==> src/rtl/lif_neuron_array_if.sv <==
// Bundle of control, configuration and status signals for lif_neuron_array.
// The master side requests steps and supplies parameters; the slave side is the neuron array.
interface lif_neuron_array_if #(
    parameter int unsigned N_NEURONS = 4,
    parameter int unsigned W         = 8,
    parameter int unsigned RW        = 8
);
    localparam int unsigned SW = $clog2(N_NEURONS);

    logic                   step_i;
    logic [N_NEURONS*W-1:0] current_i;
    logic [W-1:0]           threshold_i;
    logic [W-1:0]           decay_i;
    logic [RW-1:0]          refrac_i;
    logic                   reset_mode_i;
    logic [SW-1:0]          vmem_sel_i;
    logic [W-1:0]           vmem_o;
    logic                   busy_o;
    logic [N_NEURONS-1:0]   spike_o;
    logic                   spike_valid_o;

    modport master (
        output step_i, current_i, threshold_i, decay_i, refrac_i, reset_mode_i, vmem_sel_i,
        input  vmem_o, busy_o, spike_o, spike_valid_o
    );

    modport slave (
        input  step_i, current_i, threshold_i, decay_i, refrac_i, reset_mode_i, vmem_sel_i,
        output vmem_o, busy_o, spike_o, spike_valid_o
    );
endinterface

==> src/rtl/lif_neuron_array.sv <==
// Time-multiplexed array of leaky integrate-and-fire neurons sharing one update datapath.
// Each accepted step sweeps all neurons, one per cycle, then strobes the new spike vector.
module lif_neuron_array #(
    parameter int unsigned N_NEURONS = 4,
    parameter int unsigned W         = 8,
    parameter int unsigned RW        = 8
) (
    input logic              clk,
    input logic              reset,
    lif_neuron_array_if.slave bus
);
    localparam int unsigned IW = $clog2(N_NEURONS);
    localparam logic [IW-1:0] LastIdx = IW'(N_NEURONS - 1);
    localparam logic signed [W+1:0] VMax = {3'b000, {(W-1){1'b1}}};
    localparam logic signed [W+1:0] VMin = {3'b111, {(W-1){1'b0}}};

    typedef enum logic {StIdle, StSweep} state_e;

    state_e                 r_state, w_state_next;
    logic [IW-1:0]          r_idx;
    logic [W-1:0]           r_vmem [N_NEURONS];
    logic [RW-1:0]          r_cnt  [N_NEURONS];
    logic [N_NEURONS*W-1:0] r_cur;
    logic signed [W-1:0]    r_thr;
    logic [W-1:0]           r_decay;
    logic [RW-1:0]          r_refrac;
    logic                   r_mode;
    logic [N_NEURONS-1:0]   r_acc;
    logic [N_NEURONS-1:0]   r_spike;
    logic                   r_spike_valid;

    logic                   w_accept, w_last;
    logic [W-1:0]           w_v, w_cur;
    logic [RW-1:0]          w_cnt;
    logic signed [W+1:0]    w_v_ext, w_cur_ext, w_dec_ext, w_thr_ext;
    logic signed [W+1:0]    w_tmp, w_leak, w_sum, w_sat;
    logic [W-1:0]           w_diff;
    logic                   w_fire_cond, w_fire;
    logic [W-1:0]           w_v_next;
    logic [RW-1:0]          w_cnt_next;
    logic [N_NEURONS-1:0]   w_acc_final;

    // Control FSM
    always_ff @(posedge clk or posedge reset) begin
        if (reset) r_state <= StIdle;
        else       r_state <= w_state_next;
    end

    always_comb begin
        w_state_next = r_state;
        w_accept     = 1'b0;
        w_last       = 1'b0;
        case (r_state)
            StIdle: begin
                if (bus.step_i) begin
                    w_accept     = 1'b1;
                    w_state_next = StSweep;
                end
            end
            StSweep: begin
                if (r_idx == LastIdx) begin
                    w_last       = 1'b1;
                    w_state_next = StIdle;
                end
            end
            default: w_state_next = StIdle;
        endcase
    end

    // Shared neuron update datapath, working at W+2 bits so sums never wrap
    always_comb begin
        w_v       = r_vmem[r_idx];
        w_cnt     = r_cnt[r_idx];
        w_cur     = r_cur[int'(r_idx)*W +: W];
        w_v_ext   = {{2{w_v[W-1]}}, w_v};
        w_cur_ext = {{2{w_cur[W-1]}}, w_cur};
        w_dec_ext = {2'b00, r_decay};
        w_thr_ext = (r_thr <= 0) ? (W+2)'(1) : {{2{r_thr[W-1]}}, r_thr};

        w_tmp  = '0;
        w_leak = w_v_ext;
        if (w_v_ext > 0) begin
            w_tmp  = w_v_ext - w_dec_ext;
            w_leak = (w_tmp < 0) ? '0 : w_tmp;
        end else if (w_v_ext < 0) begin
            w_tmp  = w_v_ext + w_dec_ext;
            w_leak = (w_tmp > 0) ? '0 : w_tmp;
        end

        w_sum = w_leak + w_cur_ext;
        if (w_sum > VMax)      w_sat = VMax;
        else if (w_sum < VMin) w_sat = VMin;
        else                   w_sat = w_sum;

        w_fire_cond = (w_sat >= w_thr_ext);
        w_diff      = w_sat[W-1:0] - w_thr_ext[W-1:0];

        w_fire     = 1'b0;
        w_v_next   = w_v;
        w_cnt_next = w_cnt;
        if (w_cnt != '0) begin
            w_cnt_next = w_cnt - 1'b1;
        end else if (w_fire_cond) begin
            w_fire     = 1'b1;
            w_cnt_next = r_refrac;
            w_v_next   = r_mode ? '0 : w_diff;
        end else begin
            w_v_next = w_sat[W-1:0];
        end

        w_acc_final        = r_acc;
        w_acc_final[r_idx] = w_fire;
    end

    always_ff @(posedge clk or posedge reset) begin
        if (reset) begin
            r_idx         <= '0;
            r_cur         <= '0;
            r_thr         <= '0;
            r_decay       <= '0;
            r_refrac      <= '0;
            r_mode        <= 1'b0;
            r_acc         <= '0;
            r_spike       <= '0;
            r_spike_valid <= 1'b0;
            for (int i = 0; i < int'(N_NEURONS); i++) begin
                r_vmem[i] <= '0;
                r_cnt[i]  <= '0;
            end
        end else begin
            r_spike_valid <= w_last;
            if (w_accept) begin
                r_cur    <= bus.current_i;
                r_thr    <= bus.threshold_i;
                r_decay  <= bus.decay_i;
                r_refrac <= bus.refrac_i;
                r_mode   <= bus.reset_mode_i;
                r_acc    <= '0;
                r_idx    <= '0;
            end else if (r_state == StSweep) begin
                r_vmem[r_idx] <= w_v_next;
                r_cnt[r_idx]  <= w_cnt_next;
                r_acc         <= w_acc_final;
                r_idx         <= w_last ? '0 : r_idx + 1'b1;
                if (w_last) r_spike <= w_acc_final;
            end
        end
    end

    assign bus.vmem_o        = r_vmem[bus.vmem_sel_i];
    assign bus.busy_o        = (r_state == StSweep);
    assign bus.spike_o       = r_spike;
    assign bus.spike_valid_o = r_spike_valid;
endmodule
==> src/flat_wrapper.sv <==
// flat-port wrapper written by rule: the top's interface ports become plain ports
module lif_neuron_array_flat 
#(
    parameter int unsigned N_NEURONS = 4,
    parameter int unsigned W         = 8,
    parameter int unsigned RW        = 8
)
  (clk, reset, bus_step_i, bus_current_i, bus_threshold_i, bus_decay_i, bus_refrac_i, bus_reset_mode_i, bus_vmem_sel_i, bus_vmem_o, bus_busy_o, bus_spike_o, bus_spike_valid_o);
  lif_neuron_array_if #(.N_NEURONS(N_NEURONS), .W(W), .RW(RW)) bus_i ();
  input logic clk;
  input logic reset;
  input wire logic [$bits(bus_i.step_i)-1:0] bus_step_i;
  input wire logic [$bits(bus_i.current_i)-1:0] bus_current_i;
  input wire logic [$bits(bus_i.threshold_i)-1:0] bus_threshold_i;
  input wire logic [$bits(bus_i.decay_i)-1:0] bus_decay_i;
  input wire logic [$bits(bus_i.refrac_i)-1:0] bus_refrac_i;
  input wire logic [$bits(bus_i.reset_mode_i)-1:0] bus_reset_mode_i;
  input wire logic [$bits(bus_i.vmem_sel_i)-1:0] bus_vmem_sel_i;
  output wire logic [$bits(bus_i.vmem_o)-1:0] bus_vmem_o;
  output wire logic [$bits(bus_i.busy_o)-1:0] bus_busy_o;
  output wire logic [$bits(bus_i.spike_o)-1:0] bus_spike_o;
  output wire logic [$bits(bus_i.spike_valid_o)-1:0] bus_spike_valid_o;
  assign bus_i.step_i = bus_step_i;
  assign bus_i.current_i = bus_current_i;
  assign bus_i.threshold_i = bus_threshold_i;
  assign bus_i.decay_i = bus_decay_i;
  assign bus_i.refrac_i = bus_refrac_i;
  assign bus_i.reset_mode_i = bus_reset_mode_i;
  assign bus_i.vmem_sel_i = bus_vmem_sel_i;
  assign bus_vmem_o = bus_i.vmem_o;
  assign bus_busy_o = bus_i.busy_o;
  assign bus_spike_o = bus_i.spike_o;
  assign bus_spike_valid_o = bus_i.spike_valid_o;
  lif_neuron_array #(.N_NEURONS(N_NEURONS), .W(W), .RW(RW)) u_core (.clk(clk), .reset(reset), .bus(bus_i));
endmodule
==> config.mk <==
export PLATFORM = sky130hd
export DESIGN_NAME = lif_neuron_array_flat
export DESIGN_NICKNAME = d
export VERILOG_FILES = /design/src/rtl/lif_neuron_array_if.sv /design/src/rtl/lif_neuron_array.sv /design/src/flat_wrapper.sv
export SDC_FILE = /design/constraint.sdc
export NUM_CORES = 1
export LEC_CHECK = 0
export ABC_AREA = 1
export BUFFER_PORTS_ARGS = -buffer_cell sky130_fd_sc_hd__buf_2
export CAP_MARGIN = 0
export CORE_MARGIN = 5
export CORE_UTILIZATION = 29
export CTS_BUF_LIST = sky130_fd_sc_hd__clkbuf_4
export DETAILED_ROUTE_END_ITERATION = 12
export PLACE_DENSITY = 0.46
export SYNTH_ARGS = -nofsm -noshare
export SYNTH_HDL_FRONTEND = slang
export SYNTH_SLANG_ARGS = --single-unit
==> constraint.sdc <==
create_clock -name clk -period 15.8 [get_ports clk]
set_input_delay 3.16 -clock clk [delete_from_list [all_inputs] [get_ports clk]]
set_output_delay 3.16 -clock clk [all_outputs]
set_load 0.05 [all_outputs]
### Word level (Yosys, flattened, before mapping)

Index checks and enable logic that the tools add are counted.

| operators by class | value |
|---|---|
| add/sub/neg operators | 6 |
| order comparisons | 13 |
| equal/unequal tests | 1 |
| shift operators | 1 |
| muxes and demuxes | 41 |
| bitwise logic cells | 4 |
| reduce and logical (&&, ||, !) cells | 6 |

Operators with widths:

| kind | number |
|---|---|
| 8-bit 2-to-1 mux | 12 |
| 10-bit 2-to-1 mux | 7 |
| 32-bit bitwise mux | 2 |
| 8-bit binary-select mux with 2-bit select | 3 |
| 32-bit by 6-bit indexed part select with 8-bit output | 1 |
| 8-bit demux with 2-bit select | 1 |
| 10-bit by 8-bit adder with 10-bit output | 1 |
| 8-bit by 9-bit adder with 10-bit output | 1 |
| 10-bit >= comparator | 1 |
| 10-bit by 1-bit greater-than comparator with 1-bit output, second input constant | 1 |
| 10-bit by 8-bit greater-than comparator with 1-bit output, second input constant | 1 |
| 10-bit by 1-bit less-than comparator with 1-bit output, second input constant | 1 |
| 10-bit by 8-bit less-than comparator with 1-bit output, second input constant | 1 |
| 8-bit by 9-bit subtractor with 10-bit output | 1 |
| 8-bit by 1-bit greater-than comparator with 1-bit output, second input constant | 1 |
| 8-bit by 1-bit <= comparator with 1-bit output, second input constant | 1 |
| 8-bit by 1-bit less-than comparator with 1-bit output, second input constant | 1 |
| 1-bit 2-to-1 mux | 8 |
| 4-bit 2-to-1 mux | 2 |
| 8-bit nonzero test | 1 |
| 8-bit by 1-bit subtractor with 8-bit output, second input constant | 1 |
| 8-bit subtractor | 1 |
| 3-bit >= comparator, second input constant | 2 |
| 2-bit 2-to-1 mux | 3 |
| other kinds (14) | 17 |

| word-level totals | value |
|---|---|
| flip-flop bits (word level) | 133 |
| input bits | 62 |
| output and inout bits | 14 |
| logic and storage cells | 90 |

### Longest topological paths before layout

| logic depth | value |
|---|---|
| depth in word-level cells | 19 |
| mapped depth | 55 |
| depth with buffers taken out | 52 |

### Worst setup path before layout

No wires, ideal clock.

| timing | value |
|---|---|
| path kind | input port to output port |
| start point | in bus_vmem_sel_i[0] |
| end point | out bus_vmem_o[5] |
| data arrival time | 4.413 ns |
| required time | 12.640 ns |
| setup slack | 8.227 ns |
| stages on the path | 4 |
| path buffers | 1 |
| cells stage by stage | inv_1 -> clkbuf_1 -> o21ai_0 -> o22ai_1 |

| between the ends | value |
|---|---|
| cells in the longest elaborated chain, start to end | 4 |

Ends and longest elaborated chain:

| item | line | source |
|---|---|---|
| from (decl) | flat_wrapper.sv:18 | `input wire logic [$bits(bus_i.vmem_sel_i)-1:0] bus_vmem_sel_i;` |
| 2-bit inverter with 3-bit output (implied by the code) | lif_neuron_array.sv:150 | `assign bus.vmem_o = r_vmem[bus.vmem_sel_i];` |
| 8-bit binary-select mux with 2-bit select | lif_neuron_array.sv:150 |  |
| 8-bit 2-to-1 mux (implied by the code) (2 in series) | lif_neuron_array.sv:150 |  |
| to (decl) | flat_wrapper.sv:19 | `output wire logic [$bits(bus_i.vmem_o)-1:0] bus_vmem_o;` |

No other way between the ends. The select of a mux whose other input is x is not followed.

### Final worst setup path

| timing | value |
|---|---|
| start point | reg u_core.r_idx[1] |
| end point | reg u_core.r_vmem[16] in the netlist's numbering |

| between the ends | value |
|---|---|
| cells in the longest elaborated chain, start to end | 18 |
| elaborated cells on any way between the ends | 35 |
| classes of those cells | add/sub: 4; order compare: 9; shift: 1; mux: 18; bitwise: 1; reduce/logical: 2 |

Ends and longest elaborated chain:

| item | line | source |
|---|---|---|
| from (decl) | lif_neuron_array.sv:20 | `logic [IW-1:0] r_idx;` |
| from (signal assigned) | lif_neuron_array.sv:144 | `r_idx <= w_last ? '0 : r_idx + 1'b1;` |
| 2-bit inverter with 3-bit output (implied by the code) | lif_neuron_array.sv:72, lif_neuron_array.sv:73, lif_neuron_array.sv:141 |  |
| 8-bit binary-select mux with 2-bit select | lif_neuron_array.sv:72 | `w_v = r_vmem[r_idx];` |
| 8-bit 2-to-1 mux (implied by the code) (2 in series) | lif_neuron_array.sv:72 |  |
| 8-bit by 9-bit adder with 10-bit output | lif_neuron_array.sv:86 | `w_tmp = w_v_ext + w_dec_ext;` |
| 10-bit by 1-bit greater-than comparator with 1-bit output | lif_neuron_array.sv:87 | `w_leak = (w_tmp > 0) ? '0 : w_tmp;` |
| 10-bit 2-to-1 mux | lif_neuron_array.sv:87 |  |
| 10-bit 2-to-1 mux | lif_neuron_array.sv:85 | `end else if (w_v_ext < 0) begin` |
| 10-bit 2-to-1 mux | lif_neuron_array.sv:82 | `if (w_v_ext > 0) begin` |
| 10-bit by 8-bit adder with 10-bit output | lif_neuron_array.sv:90 | `w_sum = w_leak + w_cur_ext;` |
| 10-bit by 8-bit less-than comparator with 1-bit output | lif_neuron_array.sv:92 | `else if (w_sum < VMin) w_sat = VMin;` |
| 10-bit 2-to-1 mux | lif_neuron_array.sv:92 |  |
| 10-bit 2-to-1 mux | lif_neuron_array.sv:91 | `if (w_sum > VMax) w_sat = VMax;` |
| 8-bit subtractor | lif_neuron_array.sv:96 | `w_diff = w_sat[W-1:0] - w_thr_ext[W-1:0];` |
| 8-bit 2-to-1 mux | lif_neuron_array.sv:106 | `w_v_next = r_mode ? '0 : w_diff;` |
| 8-bit 2-to-1 mux | lif_neuron_array.sv:103 | `end else if (w_fire_cond) begin` |
| 8-bit 2-to-1 mux | lif_neuron_array.sv:101 | `if (w_cnt != '0) begin` |
| 32-bit bitwise mux * | lif_neuron_array.sv:141 | `r_vmem[r_idx] <= w_v_next;` |
| to (signal, indexed assignment) | lif_neuron_array.sv:141 |  |
| to (decl) | lif_neuron_array.sv:21 | `logic [W-1:0] r_vmem [N_NEURONS];` |

Every way passes the cells marked *; elsewhere a longest branch is shown, timed or not. The select of a mux whose other input is x is not followed.
A chain may end at the register's enable or synchronous reset.

==> reports/qor.txt <==
synthesis warning total: 0
post-layout minimum cycle time: 8400 ps
Max Clk Rate: 119 MHz
Final ANT Viol Nets: 0
clk buf depth: 2
max capacitance violation total: 0
DP Wirelength: 19300 um
first-pass GRT wire length: 43300 um
IO buf count: 75
final setup TNS: 0 ps
WS Path Type: reg -> reg
Slew Limit Fails: 0
Hold WS: 479 ps
Async S/R FF share, synth: 100%
drt pass-1 iters: 6
Syn Inst Count: 1157
vias in the first global route: 7832
pin count of the biggest net entering global routing: 75
area leader, netlist: dfrtp_1
Critical Path Sink Type: flip-flop
setup bufs post-CTS: 0
max_slew headroom: 33.4%
overall routing resource usage: 16.5%
Compound-Gate Fraction of Synth Area: 11.2%
TritonCTS clock tree: built
Area Overhead vs Synth: 11.9%
clk_lat worst skew: 550 ps
final core occ: 33.0%
skew final: 28.7 ps
Top FF cell, synth: dfrtp_1
Distinct cells, synth: 44
Least-Margin Pin Slew: 999 ps
# IOs: 76
Final Hold Vio Count: 0
GPL Wtd Cong: 0.915
cts bufs inserted: 17
final setup violation count: 0
die width: 181 um
syn_area_per_cell: 7.33 um2
post-synthesis mux area share: 0%
CP max-delay cell: dfrtp_1
DR vias/cell: 4.80
Buf/Inv on CP: 8
sequential-to-total area share from yosys stat: 38.9%
Worst Setup Start Kind: flip-flop
DRT Wirelength: 27000 um
Hold Path Class: reg -> reg
crit-path leading delay family: simple AND/OR/NAND/NOR gates
cts hold-fix bufs: 0
Reg clk slew, reported paths: 130 ps
Post-synth EDFFs: 0
final cycle utilization of the critical path: 53.1%
outcome: finished clean
DIE AREA: 32800 um2
grt total ovfl: 0
Adder-Cell Fraction of Synth Area: 7.43%
CTS H-tree lvls: 4
DRC viols: 0
Initial DRC Count: 444
Synth Cell Area: 8480 um2
commonest cells after routing, fill and taps aside: 441 x nand2_1, 132 x dfrtp_1, 87 x nor2_1
critical path's most frequent cell: nand2_1
# nets final: 1325
vias: 7732
Synth Area in Simple Gates: 34.0%
Seq cells post-synth: 132
# rows: 62
CTS sink cnt: 132
height of the die: 181 um
initial antenna violation count: 2
core area: 28800 um2
top cells by area, synth: dfrtp_1 39%, nand2_1 20%, ha_1 6.5%
post-synthesis xor/xnor area fraction: 1.76%
share of cells above drive strength 1: 13.1%
RSZ-0062 raised after global routing: false
largest family of logic cells by synthesized area: simple AND/OR/NAND/NOR gates
Yosys top cell area share: 38.9%
wire per inst: 16.7 um
post-CTS sizing: 0
Worst Path Max Fanout: 34
Arr. time, crit path: 8870 ps
CP peak stage delay: 630 ps
Required @ worst endpoint: 16270 ps
clk root buf: clkbuf_4
Starting Density: 29.5%
commonest non-fill, non-tap cell in the layout: nand2_1
[through the flow]
| step | setup slack (ps) | std cells | instance area (um2) |
|---|---|---|---|
| 4_1_cts | 7440 | 1611 | 9490 |
| 3_3_place_gp | 7690 | 1580 | 9210 |
| 3_5_place_dp | 7470 | 1580 | 9210 |
| 6_report | 7400 | 1612 | 9490 |
| 2_1_floorplan | 8230 | 1159 | 8490 |
| 5_1_grt | 6440 | 1612 | 9490 |
[cell families (layout without fill, tap and decap cells)]
family                     Yosys count  count (layout)
other                                1               4
xor gates and xnor gates            17              17
and+or+nand+nor                    657             657
adders and majority gates           48              48
DFF                                132             132
AOI/OAI and AO/OA                  164             164
buffers and inverters              138             206
[per-layer routing]
layer | global-route usage, % | vias to the layer above | part of all wire (%)
met5 | 0 | - | 0
met4 | 4.11 | 0 | 1.9
met3 | 2.43 | 29 | 3.7
met2 | 27.4 | 166 | 47
met1 | 22.7 | 3671 | 47
li1 | - | 3866 | -
[layout make-up]
| cell class | count | area, um2 |
|---|---|---|
| multi-input cells | 889 | 4640 |
| inverters | 91 | 347 |
| fillers | 3128 | 19300 |
| clock buffers | 17 | 128 |
| clock inverters | 14 | 150 |
| repair buffers | 84 | 443 |
| flip-flops and latches | 132 | 3300 |
| diodes | 1 | 2.50 |
| well taps | 384 | 480 |
[sequential cells by signal, indices dropped and copies added, names as in the netlist]
name	flops
u_core.r_refrac	8
u_core.r_cnt	32
u_core.r_vmem	32
u_core.bus.spike_o	4
u_core.bus.busy_o	1
u_core.r_acc	3
u_core.r_thr	8
u_core.r_mode	1
u_core.bus.spike_valid_o	1
u_core.r_decay	8
u_core.r_cur	32
u_core.r_idx	2
[final timing paths]
| check | from | end | slack [ps] | depth (start not counted) |
|---|---|---|---|---|
| setup reg to reg | u_core.r_idx[1] | u_core.r_vmem[16] | 7400 | 46 |
| min in group asynchronous | reset | u_core.bus.spike_valid_o | 2620 | 2 |
| hold reg to reg | u_core.r_cur[8] | u_core.r_cur[8] | 480 | 2 |
| max in group asynchronous | reset | u_core.r_decay[6] | 11770 | 3 |
| hold / removal | u_core.r_cur[8] | u_core.r_cur[8] | 480 | 2 |
| setup / recovery | u_core.r_idx[1] | u_core.r_vmem[16] | 7400 | 46 |
[cell usage after synthesis (3+ instances only)]
cell type,number
a32o_1,4
nor4_1,3
nand4_1,14
ha_1,44
nand3_2,5
o31ai_1,4
o21ai_0,70
buf_1,7
inv_1,85
xnor2_1,7
nand3_1,59
a32oi_1,11
buf_2,13
or2_2,3
nand3_4,9
a21oi_1,40
nand2_2,9
nand2_1,441
or2_1,3
nand3b_1,4
nand2_4,11
nor2_1,88
fa_1,4
o21ai_2,3
clkbuf_1,23
inv_2,5
a31oi_1,8
xor2_1,10
o22ai_1,18
dfrtp_1,132
nor3_1,6
[worst min-delay path, delay by kind of cell, from the launching register on]
kind / cells / cell delay [ps]
DFF: 1 / 360
and+or+nand+nor: 2 / 100
Power is left out: the tool's default activity adds up to more than one toggle a clock period on the data nets, which glitch-free logic cannot reach.
